<file path="src/rtl/uart_pkg.sv">
// Shared UART definitions: frame geometry, line idle level and transmitter states.
// The receiver is expected to import this package too.
package uart_pkg;

  localparam int   UART_DATA_BITS  = 8;
  localparam logic UART_IDLE_LEVEL = 1'b1;

  typedef enum logic [2:0] {
    TX_IDLE,
    TX_START,
    TX_DATA,
    TX_PARITY,
    TX_STOP
  } tx_state_e;

endpackage

</file>
<file path="src/rtl/uart_baud_gen.sv">
// Bit-period timer: bit_tick marks the last clk_t cycle of each serial bit.
// clear re-phases the count so every frame starts on a bit boundary.
module uart_baud_gen #(
  parameter int CLKS_PER_BIT = 1
) (
  input  logic clk_t,
  input  logic srst,
  input  logic clear,
  input  logic en,
  output logic bit_tick
);

  localparam int               CNT_W = (CLKS_PER_BIT > 1) ? $clog2(CLKS_PER_BIT) : 1;
  localparam logic [CNT_W-1:0] LAST  = CNT_W'(CLKS_PER_BIT - 1);

  logic [CNT_W-1:0] cnt;

  assign bit_tick = en && (cnt == LAST);

  // NOTE: state registers use non-blocking assignments so every flop samples pre-edge values.
  always_ff @(posedge clk_t or posedge srst) begin
    if (srst) begin
      cnt <= '0;
    end else if (clear) begin
      cnt <= '0;
    end else if (en) begin
      cnt <= bit_tick ? '0 : cnt + CNT_W'(1);
    end
  end

endmodule

</file>
<file path="src/rtl/uart_tx.sv">
// UART transmitter: valid/ready byte intake, serialised as start, 8 data bits
// LSB first, optional even parity, then STOP_BITS stop bits on a registered line.
module uart_tx
  import uart_pkg::*;
#(
  parameter int CLKS_PER_BIT = 1,
  parameter int PARITY_EN    = 1,
  parameter int STOP_BITS    = 1
) (
  input  logic       clk_t,
  input  logic       srst,
  input  logic [7:0] data_in,
  input  logic       tx_valid,
  output logic       tx_ready,
  output logic       tx,
  output logic       busy,
  output logic       tx_done
);

  localparam int               BIT_W     = $clog2(UART_DATA_BITS);
  localparam logic [BIT_W-1:0] LAST_DATA = BIT_W'(UART_DATA_BITS - 1);
  localparam logic [BIT_W-1:0] LAST_STOP = BIT_W'(STOP_BITS - 1);

  tx_state_e                  state_q, state_d;
  logic [UART_DATA_BITS-1:0]  shift_q, shift_d;
  logic                       parity_q, parity_d;
  logic [BIT_W-1:0]           bit_cnt_q, bit_cnt_d;
  logic                       tx_d;
  logic                       handshake;
  logic                       bit_tick;

  assign tx_ready  = (state_q == TX_IDLE) && !srst;
  assign handshake = tx_valid && tx_ready;
  assign busy      = (state_q != TX_IDLE);

  uart_baud_gen #(
    .CLKS_PER_BIT(CLKS_PER_BIT)
  ) u_baud (
    .clk_t    (clk_t),
    .srst     (srst),
    .clear    (handshake),
    .en       (busy),
    .bit_tick (bit_tick)
  );

  always_ff @(posedge clk_t or posedge srst) begin
    if (srst) begin
      state_q   <= TX_IDLE;
      shift_q   <= '0;
      parity_q  <= 1'b0;
      bit_cnt_q <= '0;
      tx        <= UART_IDLE_LEVEL;
    end else begin
      state_q   <= state_d;
      shift_q   <= shift_d;
      parity_q  <= parity_d;
      bit_cnt_q <= bit_cnt_d;
      tx        <= tx_d;
    end
  end

  // NOTE: every always_comb output gets a default first so no path can infer a latch.
  always_comb begin
    state_d   = state_q;
    shift_d   = shift_q;
    parity_d  = parity_q;
    bit_cnt_d = bit_cnt_q;
    tx_done   = 1'b0;

    unique case (state_q)
      TX_IDLE: begin
        if (handshake) begin
          state_d   = TX_START;
          shift_d   = data_in;
          parity_d  = ^data_in;
          bit_cnt_d = '0;
        end
      end
      TX_START: begin
        if (bit_tick) state_d = TX_DATA;
      end
      TX_DATA: begin
        if (bit_tick) begin
          if (bit_cnt_q == LAST_DATA) begin
            bit_cnt_d = '0;
            state_d   = (PARITY_EN != 0) ? TX_PARITY : TX_STOP;
          end else begin
            bit_cnt_d = bit_cnt_q + BIT_W'(1);
            shift_d   = shift_q >> 1;
          end
        end
      end
      TX_PARITY: begin
        if (bit_tick) state_d = TX_STOP;
      end
      TX_STOP: begin
        if (bit_tick) begin
          if (bit_cnt_q == LAST_STOP) begin
            bit_cnt_d = '0;
            state_d   = TX_IDLE;
            tx_done   = 1'b1;
          end else begin
            bit_cnt_d = bit_cnt_q + BIT_W'(1);
          end
        end
      end
      default: state_d = TX_IDLE;
    endcase
  end

  // The line level is decoded from the next state so tx itself stays a flop.
  always_comb begin
    tx_d = UART_IDLE_LEVEL;
    unique case (state_d)
      TX_START:  tx_d = 1'b0;
      TX_DATA:   tx_d = shift_d[0];
      TX_PARITY: tx_d = parity_d;
      default:   tx_d = UART_IDLE_LEVEL;
    endcase
  end

endmodule

</file>
<file path="config.mk">
export PLATFORM = sky130hd
export DESIGN_NAME = uart_tx
export DESIGN_NICKNAME = d
export VERILOG_FILES = /design/src/rtl/uart_pkg.sv /design/src/rtl/uart_baud_gen.sv /design/src/rtl/uart_tx.sv
export SDC_FILE = /design/constraint.sdc
export NUM_CORES = 1
export LEC_CHECK = 0
export ABC_AREA = 1
export CORE_UTILIZATION = 40
export CTS_CLUSTER_SIZE = 10
export DETAILED_ROUTE_END_ITERATION = 16
export GPL_TIMING_DRIVEN = 1
export PLACE_DENSITY = 0.64
export SLEW_MARGIN = 40
export SYNTH_ARGS = -nofsm -noshare
export SYNTH_HDL_FRONTEND = slang
export SYNTH_HIERARCHICAL = 1
export SYNTH_SLANG_ARGS = --single-unit
</file>
<file path="constraint.sdc">
create_clock -name clk_t -period 2.89 [get_ports clk_t]
set_input_delay 0.7225 -clock clk_t [delete_from_list [all_inputs] [get_ports clk_t]]
set_output_delay 0.7225 -clock clk_t [all_outputs]
set_load 0.05 [all_outputs]
</file>
# == Yosys cells after proc, flatten, opt, wreduce, memory -nomap -nowiden ==
# Index checks and enable logic that the tools add are counted.
# totals
output_inout_bits,4
inputBits,11
register_bits,17
word_cells,62
# classes
n_mux,27
add_sub_neg,2
n_eq_ne,12
reduce_logical,13
bitwise,1
# ops
cell,n
2-to-1 mux 3 bit,12
2-to-1 mux 8 bit,3
case mux 8 bit (2 select lines),1
case mux 3 bit (5 select lines),1
== test 3 x 2 -> 1 bit (second input constant),4
case mux 3 bit (3 select lines),1
2-to-1 mux 1 bit,8
AND reduction 4 bit,2
XOR reduction 8 bit,1
== test 3 x 1 -> 1 bit (second input constant),2
== test 3 bit (second input constant),2
zero test 3 bit,2
nonzero test 3 bit,2
inequality test 2 x 1 -> 1 bit (second input constant),2
inequality test 2 bit (second input constant),2
nonzero test 2 bit,2
adder 3 x 1 -> 3 bit (second input constant),1
logical AND 1 bit,3
case mux 1 bit (3 select lines),1
adder 1 bit (second input constant),1
zero test 1 bit,1
inverter 1 bit,1

# == Depth between registers and ports, before layout ==
# Gate-level depths: netlist of the first run.
# logic_depth
ltp_word,7
mapped_depth,12
depth_no_buf,12

# == By module ==
# The synthesis of the first run kept the hierarchy.
# by_module_without_submodules
mod,area_per_inst_um2,n_inst,cells_per_inst,seq_area_each_um2
uart_tx,1112.3,1,159,401.6
uart_baud_gen,46.3,1,6,25.0

# == Worst setup path before layout of the first run ==
# No wires, ideal clock.
# synth_path
kind,register to output
start,register state_q[2]
end,output port tx_done
path_slack_ns,-0.338
path_buffers,0
stages_incl_launch_ff,7
t_arrival_ns,2.505
required_time_ns,2.168
path_cell_list,dfrtp_1 nor2_4 nand2_1 inv_2 nor2_1 nand2_1 nor3_1
# synth_via
elab_chain_cells,4
elab_cells_between_ends,5
classes_between,eq/ne: 1; mux: 2; reduce/logical: 2
# synth_lines
item,line_no,rtl
start: declaration,uart_tx.sv:24,"tx_state_e state_q, state_d;"
start signal: assignment,uart_tx.sv:54,state_q <= state_d;
nonzero test 3 bit,uart_tx.sv:34,assign busy = (state_q != TX_IDLE);
net busy,uart_tx.sv:16,"output logic busy,"
logical AND 1 bit,uart_baud_gen.sv:18,assign bit_tick = en && (cnt == LAST);
net bit_tick,uart_tx.sv:30,logic bit_tick;
2-to-1 mux 1 bit,uart_tx.sv:97,if (bit_tick) begin
2-to-1 mux 1 bit,uart_tx.sv:70,unique case (state_q)
end: declaration,uart_tx.sv:17,output logic tx_done
# The timed path passes the listed nets, and every way through them passes these cells.

# == Final worst setup path of the first run ==
# layout_path
start,register state_q[2]
end,output port busy
# layout_via
elab_chain_cells,1
# layout_lines
item,line_no
nonzero test 3 bit,uart_tx.sv:34
end: declaration,uart_tx.sv:16
# Every way passes these cells.

==> results of run 1 <==
==> path summary, 6_finish.rpt <==
check                           cells after the start                      to                   start  slack, ns
worst max-delay path                                3                    busy    state_q[2]$_DFF_PP0_       0.22
worst min-delay path                                2  shift_q[6]$_DFFE_PP0P_  shift_q[6]$_DFFE_PP0P_       0.48
worst max register to register                     11            tx$_DFF_PP1_    state_q[2]$_DFF_PP0_       1.00
worst min register to register                      2  shift_q[6]$_DFFE_PP0P_  shift_q[6]$_DFFE_PP0P_       0.48
max in group asynchronous                           3            tx$_DFF_PP1_                    srst       1.70
min in group asynchronous                           2  u_baud/cnt$_DFFE_PP0P_                    srst       0.64
==> worst register-to-register path, stage by stage, from the launching register on <==
cell and delay (ns):
dfrtp_1 0.46, nor2_4 0.30, nand2_1 0.16, inv_2 0.09, nor2_2 0.07, nand2_1 0.08
o21ai_0 0.10, a21oi_1 0.28, nand2_1 0.09, inv_1 0.06, nand3_1 0.07, nand2_1 0.06
==> state kept, by name (all words and copies together) (netlist names) <==
signal / cells
shift_q: 8
parity_q: 1
state_q: 3
tx: 1
u_baud/cnt: 1
bit_cnt_q: 3
==> layout make-up <==
type	count	area [µm²]	share of cell area (%)
multi-input combinational	117	623	44.9
sequential	17	427	30.7
inverter	28	105	7.57
timing repair buffer	15	168	12.1
clock buffer	4	26.3	1.89
tap	31	38.8	2.80
==> power by group through the flow <==
stage	Combinational, mW	Sequential, mW	Clock (mW)
5_1_grt	0.910	0.424	0.136
6_report	0.813	0.414	0.128
4_1_cts	0.816	0.413	0.130
2_1_floorplan	0.587	0.427	0
3_3_place_gp	0.794	0.412	0
3_5_place_dp	0.811	0.418	0
==> cell usage after synthesis (2+ instances only) <==
library cell  number
a21oi_1            3
a22oi_1            6
clkbuf_1           3
dfrtp_1           16
ha_1               3
inv_1             25
inv_2              3
nand2_1           61
nand3_1            7
nor2_1            14
nor2_2             2
o21ai_0            5
xnor2_1            3
xor2_1             2
==> layer usage <==
layer	up-vias	GRT usage, %
met5	-	0
met4	0	7.32
met3	4	2.09
met2	12	29.9
met1	459	19.0
li1	541	-
==> metrics by stage <==
step                      setup slack [ns]  util (%)  total power, mW  cell area [µm²]  cells
after floorplan                     0.0621         -             1.01             1160    165
after CTS                            0.160      50.2             1.36             1390    212
final                                0.218      50.3             1.35             1390    212
after global placement               0.554      49.3             1.21             1360    208
after detailed placement             0.502      49.3             1.23             1360    208
after global routing                 0.144      50.3             1.47             1390    212
==> cells by family after synthesis <==
group                    after synthesis  synth area share, %
buffers and inverters                 31                 10.0
XOR/XNOR                               5                 3.78
adder cells (fa/ha/maj)                3                 3.24
AND/OR/NAND/NOR                       92                 36.0
AO/OA/AOI/OAI                         17                 10.2
flip-flops                            17                 36.8
==> repair_timing <==
| action | in CTS | in global routing |
|---|---|---|
| setup buffers | 0 | 0 |
| resized for setup | 0 | 1 |
| endpoints found under the setup margin | 0 | 1 |
==> run metrics, run 1 <==
met3 wire length=37 µm; WP data required=2.17 ns; first-pass GRT wire length=4000 µm; largest cells by area after synthesis=dfrtp_1 35%, nand2_1 20%, inv_1 8.1%; antenna viol nets, final=0; worst path cell trace=nor2_4 > nand2_1 > clkdlybuf4s50_1; DRT met1 WL=1030 µm; initial antenna violation count=0; worst-path fanout max=8; IO buf count=14; hold crit path type=reg2reg; CP Buf/Inv Count=1; initial drt markers=17; sequential share of power=30.5%; hold slack=0.484 ns; status=finished clean; vias per inst=4.79; vias in the first global route=957; WS Path Type=reg2out; Synth top area share=34.6%; Seq/Total Area, Yosys=36.8%; Worst slew margin=67.1%; wirelength, routed=2270 µm; CP max stage cell=clkdlybuf4s50_1; clock slew at reported path FFs=0.10 ns; syn nets=179; Mapped Area=1160 µm²; GRT overflow=0; die width=55.8 µm; final setup fails=0; Clock Tree Buf Depth=2; Overall Global Routing Usage=16.4%; WL/cell=10.7 µm; Final Critical Period=2.67 ns; RSZ-0062 raised after global routing=false; max_cap viols=0; fillers=276; share of layout cells above drive strength 1=12.2%; ys flop type=dfrtp_1; boundary pin count=15; Root Buffer Master=clkbuf_4; Vias=1016; Sw Ratio=49.3%; Core Area=2760 µm²; hold buffers post-CTS=0; Post-Synthesis Cells=165; Worst Setup Start Kind=register; Final Slew Violations=0; met2 wire len=1150 µm; LEAKAGE=0.763 nW; H-Tree Depth=1; largest net degree at the start of global routing=17; sum of negative setup slack=0 ns; # DRC=0; syn avg cell area=7.02 µm²; Distinct cells, synth=26; Largest stage delay, worst path=0.73 ns; Yosys reg bits=17; CTS Sinks=17; Final Hold Fails=0; Worst setup EP type=primary output; post-detail-place hpwl=1820 µm; clock power share=9.4%; Final Cycle Share=92.5%; clock skew=0.00957 ns; Post-synth EDFFs=0; Die Area=3120 µm²; Int Pwr=687 µW; commonest cells after routing, fill and taps aside=61 x nand2_1, 25 x inv_1, 16 x dfrtp_1, 13 x nor2_1, 12 x clkdlybuf4s50_1; Max Used Layer=met4; commonest non-fill, non-tap cell in the layout=nand2_1; TritonCTS Buffers=3; Yosys Warn Count=6; power density cells=976 nW/µm²; Max Freq=0.374 GHz; P&R area growth vs syn=19.8%; ant diodes=0; maximum VDD drop=562 µV; FFs w/ async S/R, synth=100%; Die H=55.8 µm; Net Sw Power=668 µW; post-synth top area cell=dfrtp_1; GP Congestion=0.825; worst slew pin tran=0.491 ns; TritonCTS clock tree=done; combinational power share=60.0%; std cell rows=19; first-pass detailed-route iteration total=6; Skew-Pair Late Insertion Delay=0.29 ns; CP top delay family=buffers and inverters; starting density of the core=42.0%; worst endpoint data arrival time=1.95 ns; nets=196
Power figures use the tool's default switching activity.
==> run 2: changes to the inputs <==
==> constraint.sdc (replaced) <==
create_clock -name clk_t -period 2.9 [get_ports clk_t]
set_input_delay 0.725 -clock clk_t [delete_from_list [all_inputs] [get_ports clk_t]]
set_output_delay 0.725 -clock clk_t [all_outputs]
set_load 0.05 [all_outputs]
==> run 2 against run 1 <==
Against the previous run:
- critical path depth rose by 4
- combinational power barely moved
- sequential share of layout area increased by 0.055 points
- non-clock buffer count stayed put
- register-to-register slack got worse by 0.04 ns
- sequential power about the same
- clock skew fell by 0.0082 ns
- sequential cell count unchanged
- hold slack worse by 0.0011 ns
- wire length shrank 0.31%
- worst setup slack got worse by 0.051 ns
- global-route usage increased by 0.19 points
==> run metrics, run 2 (same netlist as run 1, synthesis figures left out) <==
status=finished clean; WL/cell=10.7 µm (-0.31%); Post-DP Area=1360 µm² (unchanged); Final Hold Fails=0 (unchanged); wirelength, routed=2260 µm (-0.31%); initial drt markers=24 (+7); TritonCTS Buffers=3 (unchanged); post-detail-place hpwl=1810 µm (-0.14%); Top Registers=shift_q (8), bit_cnt_q (3), state_q (3); Final Cycle Share=94.3%; first-pass GRT wire length=4000 µm (-0.17%); starting density of the core=42.0% (unchanged); maximum VDD drop=567 µV (+0.87%); clock skew=0.00137 ns (-0.00820 ns); Root Buffer Master=clkbuf_4; hold slack=0.483 ns (-0.00109 ns); Die Area=3120 µm² (unchanged); Post-Layout Cell Count=212 (unchanged); share of layout cells above drive strength 1=11.6% (-0.55 points); cell area after layout=1390 µm² (-0.18%); P&R area growth vs syn=19.5%; worst-path fanout max=8 (unchanged); WP data required=2.17 ns (about the same); initial antenna violation count=0 (unchanged); Final Slew Violations=0 (unchanged); GP Congestion=0.825 (about the same); RSZ-0062 raised after global routing=false; cts repair resizes=0 (unchanged); Final Critical Period=2.73 ns; post-CTS setup buffers=0 (unchanged); vias per inst=4.82 (+0.49%); Worst setup EP type=primary output; hold crit path type=reg2reg; Most flops, register=shift_q; TritonCTS clock tree=done; Die H=55.8 µm (unchanged); clock slew at reported path FFs=0.09 ns (about the same); # DRC=0 (unchanged); IO buf count=14 (unchanged); Overall Global Routing Usage=16.6% (+0.19 points); flop-to-flop setup slack=0.96 ns (-0.04 ns); CTS Sinks=17 (unchanged); commonest cells after routing, fill and taps aside=61 x nand2_1, 25 x inv_1, 16 x dfrtp_1, 14 x nor2_1, 12 x clkdlybuf4s50_1; power density cells=974 nW/µm² (-0.25%); commonest non-fill, non-tap cell in the layout=nand2_1; first-pass detailed-route iteration total=5 (-1); H-Tree Depth=1 (unchanged); Skew-Pair Late Insertion Delay=0.29 ns (about the same); ant diodes=0 (unchanged); vias in the first global route=956 (-0.10%); largest net degree at the start of global routing=17 (unchanged); LEAKAGE=0.763 nW (about the same); Vias=1021 (+0.49%); max_cap viols=0 (unchanged); Core Area=2760 µm² (unchanged); worst endpoint data arrival time=2.01 ns (+0.06 ns); GRT overflow=0 (unchanged); boundary pin count=15 (unchanged); Max Freq=0.366 GHz; Clock Tree Buf Depth=2 (unchanged); hold buffers post-CTS=0 (unchanged); Worst Setup Start Kind=register; Worst slew margin=66.9% (-0.21 points); die width=55.8 µm (unchanged); nets=196 (unchanged); sum of negative setup slack=0 ns (unchanged); WS Path Type=reg2out; Inst Count DP=208 (unchanged); number of flip-flops in the largest register=8 (unchanged); std cell rows=19 (unchanged); antenna viol nets, final=0 (unchanged); worst slew pin tran=0.494 ns (+0.00312 ns); final setup fails=0 (unchanged)
run 2: stage by stage:
step,setup slack (ns),utilization (%),power [mW]
finish,0.167,50.2,1.35
global route,0.0401,50.2,1.47
CTS,0.163,50.2,1.36
detailed placement,0.511,49.3,1.23
global placement,0.562,49.3,1.20
floorplan,0.0696,-,1.01
run 2: final cells by class:
| type | count | area [µm²] |
|---|---|---|
| flip-flops and latches | 17 | 427 |
| well taps | 31 | 38.8 |
| inverters | 28 | 105 |
| fillers | 277 | 1370 |
| multi-input cells | 117 | 621 |
| repair buffers | 15 | 168 |
| clock buffers | 4 | 26.3 |
run 2: worst max-delay path, cell delays in order (launching register included):
cell     delay [ns]
dfrtp_1        0.47
nor2_4         0.12
nand2_1        0.12
inv_2          0.04
nor2_1         0.36
nand2_1        0.15
nor3_2         0.27
buf_12         0.17
run 2: where the power goes:
group | switching [mW] | leakage (nW) | internal [mW]
clock | 0.0727 | 0.0150 | 0.0536
sequential | 0.0694 | 0.222 | 0.342
combinational | 0.524 | 0.527 | 0.287
total | 0.666 | 0.763 | 0.683
run 2: metal layers:
metal | share of wire (%) | vias up | track usage, % | wire, µm
met2 | 51 | 19 | 30.5 | 1140
met3 | 2.5 | 5 | 2.09 | 56
met1 | 44 | 459 | 18.2 | 1000
li1 | - | 538 | - | -
met5 | 0 | - | 0 | 0
met4 | 2.7 | 0 | 9.41 | 60
run 2: worst paths after layout:
check,end,startpoint,depth (start not counted)
setup reg to reg,tx$_DFF_PP1_,state_q[2]$_DFF_PP0_,11
min in group asynchronous,u_baud/cnt$_DFFE_PP0P_,srst,2
hold / removal,shift_q[2]$_DFFE_PP0P_,shift_q[2]$_DFFE_PP0P_,2
hold reg to reg,shift_q[2]$_DFFE_PP0P_,shift_q[2]$_DFFE_PP0P_,2
max in group asynchronous,tx$_DFF_PP1_,srst,3
setup / recovery,tx_done,state_q[2]$_DFF_PP0_,7
